--- src/rtl/bin2bcd_seq_ctrl.sv ---
// Sequencer for a serial shift-add-3 BCD digit chain; DONE_VALID rises WIDTH+1 edges after accept, result holds while DONE_READY=0.
// Optional overflow tracking is enabled by defining BIN2BCD_SEQ_CTRL_OVF_EN; otherwise OVF is tied low.
module bin2bcd_seq_ctrl #(
  parameter int WIDTH = 8,
  parameter int NDIG  = 3
) (
  input  logic              CLK,
  input  logic              RST_BAR,
  input  logic              START_VALID,
  output logic              START_READY,
  input  logic [WIDTH-1:0]  BIN_IN,
  output logic              DIG_INIT_BAR,
  output logic              SER_BIT,
  input  logic [4*NDIG-1:0] BCD_IN,
  input  logic              OVF_IN,
  output logic              DONE_VALID,
  input  logic              DONE_READY,
  output logic [4*NDIG-1:0] BCD_OUT,
  output logic              OVF
);

  localparam int CW = (WIDTH > 1) ? $clog2(WIDTH) : 1;
  localparam logic [CW-1:0] CNT_INIT = CW'(WIDTH - 1);

  typedef enum logic [1:0] {IDLE, SHIFT, CAPT, DONE} state_t;

  state_t             state_q, state_d;
  logic [WIDTH-1:0]   shreg_q;
  logic [CW-1:0]      cnt_q;
  logic [4*NDIG-1:0]  bcd_q;

  always_ff @(posedge CLK or negedge RST_BAR) begin
    if (!RST_BAR) state_q <= IDLE;
    else          state_q <= state_d;
  end

  always_comb begin
    state_d = state_q;
    case (state_q)
      IDLE:    if (START_VALID) state_d = SHIFT;
      SHIFT:   if (cnt_q == '0) state_d = CAPT;
      CAPT:    state_d = DONE;
      DONE:    if (DONE_READY) state_d = IDLE;
      default: state_d = IDLE;
    endcase
  end

  // The digit cells have no enable: INIT_BAR may only be high while shifting.
  always_comb begin
    START_READY  = 1'b0;
    DIG_INIT_BAR = 1'b0;
    SER_BIT      = 1'b0;
    DONE_VALID   = 1'b0;
    case (state_q)
      IDLE:  START_READY = 1'b1;
      SHIFT: begin
        DIG_INIT_BAR = 1'b1;
        SER_BIT      = shreg_q[WIDTH-1];
      end
      DONE:  DONE_VALID = 1'b1;
      default: ;
    endcase
  end

  always_ff @(posedge CLK or negedge RST_BAR) begin
    if (!RST_BAR) begin
      shreg_q <= '0;
      cnt_q   <= '0;
      bcd_q   <= '0;
    end else begin
      case (state_q)
        IDLE: if (START_VALID) begin
          shreg_q <= BIN_IN;
          cnt_q   <= CNT_INIT;
        end
        SHIFT: begin
          shreg_q <= shreg_q << 1;
          cnt_q   <= cnt_q - CW'(1);
        end
        CAPT: bcd_q <= BCD_IN;
        default: ;
      endcase
    end
  end

  assign BCD_OUT = bcd_q;

`ifdef BIN2BCD_SEQ_CTRL_OVF_EN
  logic ovf_sticky_q, ovf_q;

  // Sampled on every shift edge including the last, so a carry produced by the final shift is caught.
  always_ff @(posedge CLK or negedge RST_BAR) begin
    if (!RST_BAR) begin
      ovf_sticky_q <= 1'b0;
      ovf_q        <= 1'b0;
    end else begin
      case (state_q)
        IDLE:    if (START_VALID) ovf_sticky_q <= 1'b0;
        SHIFT:   ovf_sticky_q <= ovf_sticky_q | OVF_IN;
        CAPT:    ovf_q <= ovf_sticky_q;
        default: ;
      endcase
    end
  end

  assign OVF = ovf_q;
`else
  logic ovf_in_unused;
  assign ovf_in_unused = OVF_IN;
  assign OVF = 1'b0;
`endif

endmodule
--- config.mk ---
export PLATFORM = sky130hd
export DESIGN_NAME = bin2bcd_seq_ctrl
export DESIGN_NICKNAME = d
export VERILOG_FILES = /design/src/rtl/bin2bcd_seq_ctrl.sv
export SDC_FILE = /design/constraint.sdc
export NUM_CORES = 1
export LEC_CHECK = 0
export CORE_MARGIN = 3
export CORE_UTILIZATION = 42
export CTS_BUF_LIST = sky130_fd_sc_hd__clkbuf_4 sky130_fd_sc_hd__clkbuf_8
export DETAILED_ROUTE_END_ITERATION = 8
export GPL_ROUTABILITY_DRIVEN = 0
export PLACE_DENSITY = 0.81
export SYNTH_ARGS = -nofsm -noshare
export SYNTH_HDL_FRONTEND = slang
export SYNTH_SLANG_ARGS = --single-unit
--- constraint.sdc ---
create_clock -name CLK -period 1.5 [get_ports CLK]
set_input_delay 0.15 -clock CLK [delete_from_list [all_inputs] [get_ports CLK]]
set_output_delay 0.15 -clock CLK [all_outputs]
set_load 0.05 [all_outputs]
# Word-level counts from Yosys, hierarchy flattened
# Cells that the tools add are included.
[classes] addsub=1 eq_ne=6 mux=12 reduce_logical=5
[ops] op="case mux 8 bit (2 select lines)" count=1
[ops] op="2-to-1 mux 8 bit" count=1
[ops] op="case mux 2 bit (4 select lines)" count=1
[ops] op="2-to-1 mux 2 bit" count=3
[ops] op="!= test 2 bit (second input constant)" count=3
[ops] op="case mux 3 bit (2 select lines)" count=1
[ops] op="equality test 2 bit (second input constant)" count=2
[ops] op="2-to-1 mux 1 bit" count=4
[ops] op="logical NOT 3 bit" count=1
[ops] op="2-to-1 mux 3 bit" count=1
[ops] op="AND reduction 3 bit" count=1
[ops] op="subtractor 3 x 1 -> 3 bit (second input constant)" count=1
[ops] op="equality test 2 x 1 -> 1 bit (second input constant)" count=1
[ops] op="logical NOT 2 bit" count=1
[ops] op="AND reduction 2 bit" count=1
[ops] op="nonzero test 2 bit" count=1
[word_totals] reg_bits=25 in_bits=25 output_inout_bits=17

# Longest topological paths before layout
[depth] ltp_word=3 mapped_depth=8 mapped_depth_nobuf=6

# Worst setup path after synthesis
# OpenSTA, ideal clock, no wires.
[synth_path] kind="register to register" from="register state_q[0]" to="register shreg_q[1]" setup_time_ns=0.126 arrival_time_ns=1.839 required_ns=1.374 slack_ns=-0.466 stages_incl_launch_ff=9 n_path_buf=3 cell_sequence="dfrtp_1 > inv_1 > ha_1 > buf_6 > nor2b_4 > buf_6 > nor2b_2 > buf_6 > a221o_1"
[synth_via] elab_chain_cells=3 word_cells_on_any_way=6 classes_between="eq/ne (2); mux (1); reduce/logical (3)"
[synth_rtl] item="from (decl)" line_no="27" source="state_t state_q, state_d;"
[synth_rtl] item="from (signal assigned)" line_no="34" source="else state_q <= state_d;"
[synth_rtl] item="equality test 2 x 1 -> 1 bit or logical NOT 2 bit (tied branches)" line_no="71" source="case (state_q)"
[synth_rtl] item="nonzero test 2 bit (no line) or != test 2 bit (tied branches)"
[synth_rtl] item="AND reduction 2 bit (no line)"
[synth_rtl] item="to (signal assigned)" line_no="77" source="shreg_q <= shreg_q << 1;"
[synth_rtl] item="to (decl)" line_no="28" source="logic [WIDTH-1:0] shreg_q;"
# Parallel ways exist; a longest one is shown, timed or not.
# A chain may end at the register's enable or synchronous reset.

# Worst setup path after layout
[layout_path] from="register state_q[1]" to="register state_q[1]"
[layout_via] elab_chain_cells=3 word_cells_on_any_way=9 classes_between="eq/ne (6); mux (1); reduce/logical (2)"
[layout_rtl] item="equality test 2 x 1 -> 1 bit, or another cell as far along" line_no="39" source="case (state_q)"
[layout_rtl] item="!= test 2 bit (no line)"
[layout_rtl] item="AND reduction 3 bit (no line)"
# Parallel ways exist; a longest one is shown, timed or not.

==> results.ini <==
[synthesis]
synthTopCellsByCount=dfrtp_1, mux2_2, a21oi_1, inv_1
syn_inst=106
synth_warnings=0
synthTopCellsByArea=dfrtp_1, mux2_2, ha_1
async_flop_share_pct=100.0
seq_area_frac_synth_pct=50.05
synth_top_area_share_pct=50.05
synth_area_per_cell_um2=11.79
synthDistinctLibCells=25
syn-num-nets=137
ys.flop_type=dfrtp_1
synth-edff-count=0
synth_top_cell_by_area=dfrtp_1
yosysMostFrequentCell=dfrtp_1
synth_area_mm2=0.001250
synth_seq_cells=25

[global_route]
grt_max_degree=26
grt_overflow=0
grt_pass1_vias=1027
track_usage_pct=16.07
antenna_found_initial=0
grt_pass1_wl_mm=4.491

[sta]
fmax_mhz=654.5
hold_viol=0
rsz0062_at_grt=yes
clock_skew_ns=0.001026
setup-violations-final=2
slew_violations=0
setup_ws_ns=-0.02788
period_share_pct=101.9
min_period_ns=1.528

[detailed_routing]
dr.pass1.iters=4
wl_per_cell_um=15.11
drc=0
num_vias=994
post_drt_via_cell_ratio=5.124
drtIter0Drc=87
ant_nets=0
routed_wl_mm=2.932

[clock_tree]
clkSinkCount=25
root_buffer=clkbuf_4
ctsHoldBuffers=0
cts_tree=done
cts_inserted_buffers=3
clkLatencyLatePin_ns=0.31
path_clk_slew_ns=0.13
ctsHtreeMaxLevel=1
clk_path_buf_depth=2

[placement]
dp.cells=180
place_area_mm2=0.001753
port_buffers=39
place_ws_ns=-0.03244
dpl.hpwl_mm=1.993

[power]
leakagePower_nw=0.8669
peakVddDrop_mv=1.748
powerDensity_mw_per_mm2=2514
power_w=0.004862

[floorplanning]
die-area_mm2=0.003667
die_w_um=60.56
coreArea_mm2=0.002805
start_util_pct=44.56
rows=19
die_y_um=60.56
ios=42

[critical_path]
critPathLaunchType=flip-flop
required_ns=1.71
path_max_fanout=4
cp-end-kind=flip-flop
critical_path_class=reg2reg
cp.arrival_ns=1.74

[cells_and_area]
stdcell_count=194
diodes=0
fillerInstances=226
area_growth_pct=54.76
layout.nets=195
fin_area_mm2=0.001934
layout-drive-gt1-share_pct=43.56

[hold_path]
min_path_type=in2async

[flow_run]
cap_violations=0

[run_status]
violations=setup timing
status=finished with violations

[layer usage]
layer,up-vias,part of all wire [%],track usage [%]
met1,472,39,19.27
met2,38,53,29.32
li1,480,-,-
met3,4,7.0,3.617
met5,-,0,0
met4,0,0.78,3.715
[flip-flops by register name, indices dropped and copies added, names as in the netlist]
signal and flops:
state_q 2, cnt_q 3, shreg_q 8, BCD_OUT 12
[worst paths after layout]
path                       slack, ns         end  cells past startpoint       start
max reg2reg                    -0.03  state_q[1]                      5  state_q[1]
min reg2reg                     0.52  BCD_OUT[6]                      1  BCD_OUT[6]
min in group CLK                0.44  BCD_OUT[0]                      2   BCD_IN[0]
max in group asynchronous       1.06  state_q[0]                      2     RST_BAR
max                            -0.03  state_q[1]                      5  state_q[1]
min                             0.19  shreg_q[0]                      2     RST_BAR
[power breakdown]
| group | total, W | switching, W | internal, W |
|---|---|---|---|
| Clock | 0.000311 | 0.000189 | 0.000122 |
| Sequential | 0.00123 | 0.000214 | 0.00101 |
| Combinational | 0.00333 | 0.00169 | 0.00164 |
[timing repair]
item	CTS	global route
gates resized for setup	7	10
pin swaps	3	2
setup buffers	5	5
cloned	0	1
endpoints found under the setup margin	10	21
[worst max-delay path: stages, from the launching register on]
cell	delay, ns
dfrtp_1	0.40
inv_2	0.08
ha_4	0.17
buf_6	0.12
a221oi_4	0.32
mux2_4	0.33
[final cells by class]
| cell class | count | area, um2 | area share, % |
|---|---|---|---|
| repair buffers | 61 | 614.3 | 31.76 |
| clock buffers | 4 | 30.03 | 1.552 |
| multi-input cells | 65 | 594.3 | 30.72 |
| inverters | 8 | 30.03 | 1.552 |
| flip-flops and latches | 25 | 626.9 | 32.41 |
| well taps | 31 | 38.79 | 2.005 |
[logic make-up (layout without fill, tap and decap cells)]
logic type	Yosys count	after routing	synth area share (%)
compound gates	19	19	12.01
fa+ha+maj	6	6	6.006
buf+inv	16	73	7.507
flops	25	25	50.05
mux	15	15	13.41
other cells	1	1	0.3000
simple gates	24	24	10.71
[layout by cell type, fill, tap and decap left out]
cell and count:
o21ai_0 1, o21ai_2 1, nor2b_1 1, inv_2 4, dfrtp_1 24, nand2_1 3
nor3_1 1, nor2b_4 2, nand3_1 6, clkbuf_16 1, dfrtp_2 1, ha_4 3
nand2b_1 6, clkdlybuf4s50_1 23, a221o_1 6, mux2i_1 1, and2_4 1, mux2_2 12
buf_4 27, buf_6 5, ha_2 1, a211oi_2 1, a221oi_4 1, ha_1 2
buf_12 5, clkbuf_4 4, conb_1 1, nor2_1 4, inv_1 4, a31oi_1 1
a21oi_1 8, mux2_4 2
[through the flow]
stage	setup TNS, ns	hold WS [ns]	util, %
after detailed placement	-0.04071	0.4974	62.49
after global routing	-0.4416	0.1891	68.96
final	-0.03952	0.1887	68.96
after global placement	-0.0005732	0.4905	62.49
after CTS	-0.04245	0.1925	65.61
after floorplan	-1.355	-0.1456	-
Note: power is estimated with default switching activity, not from simulation.
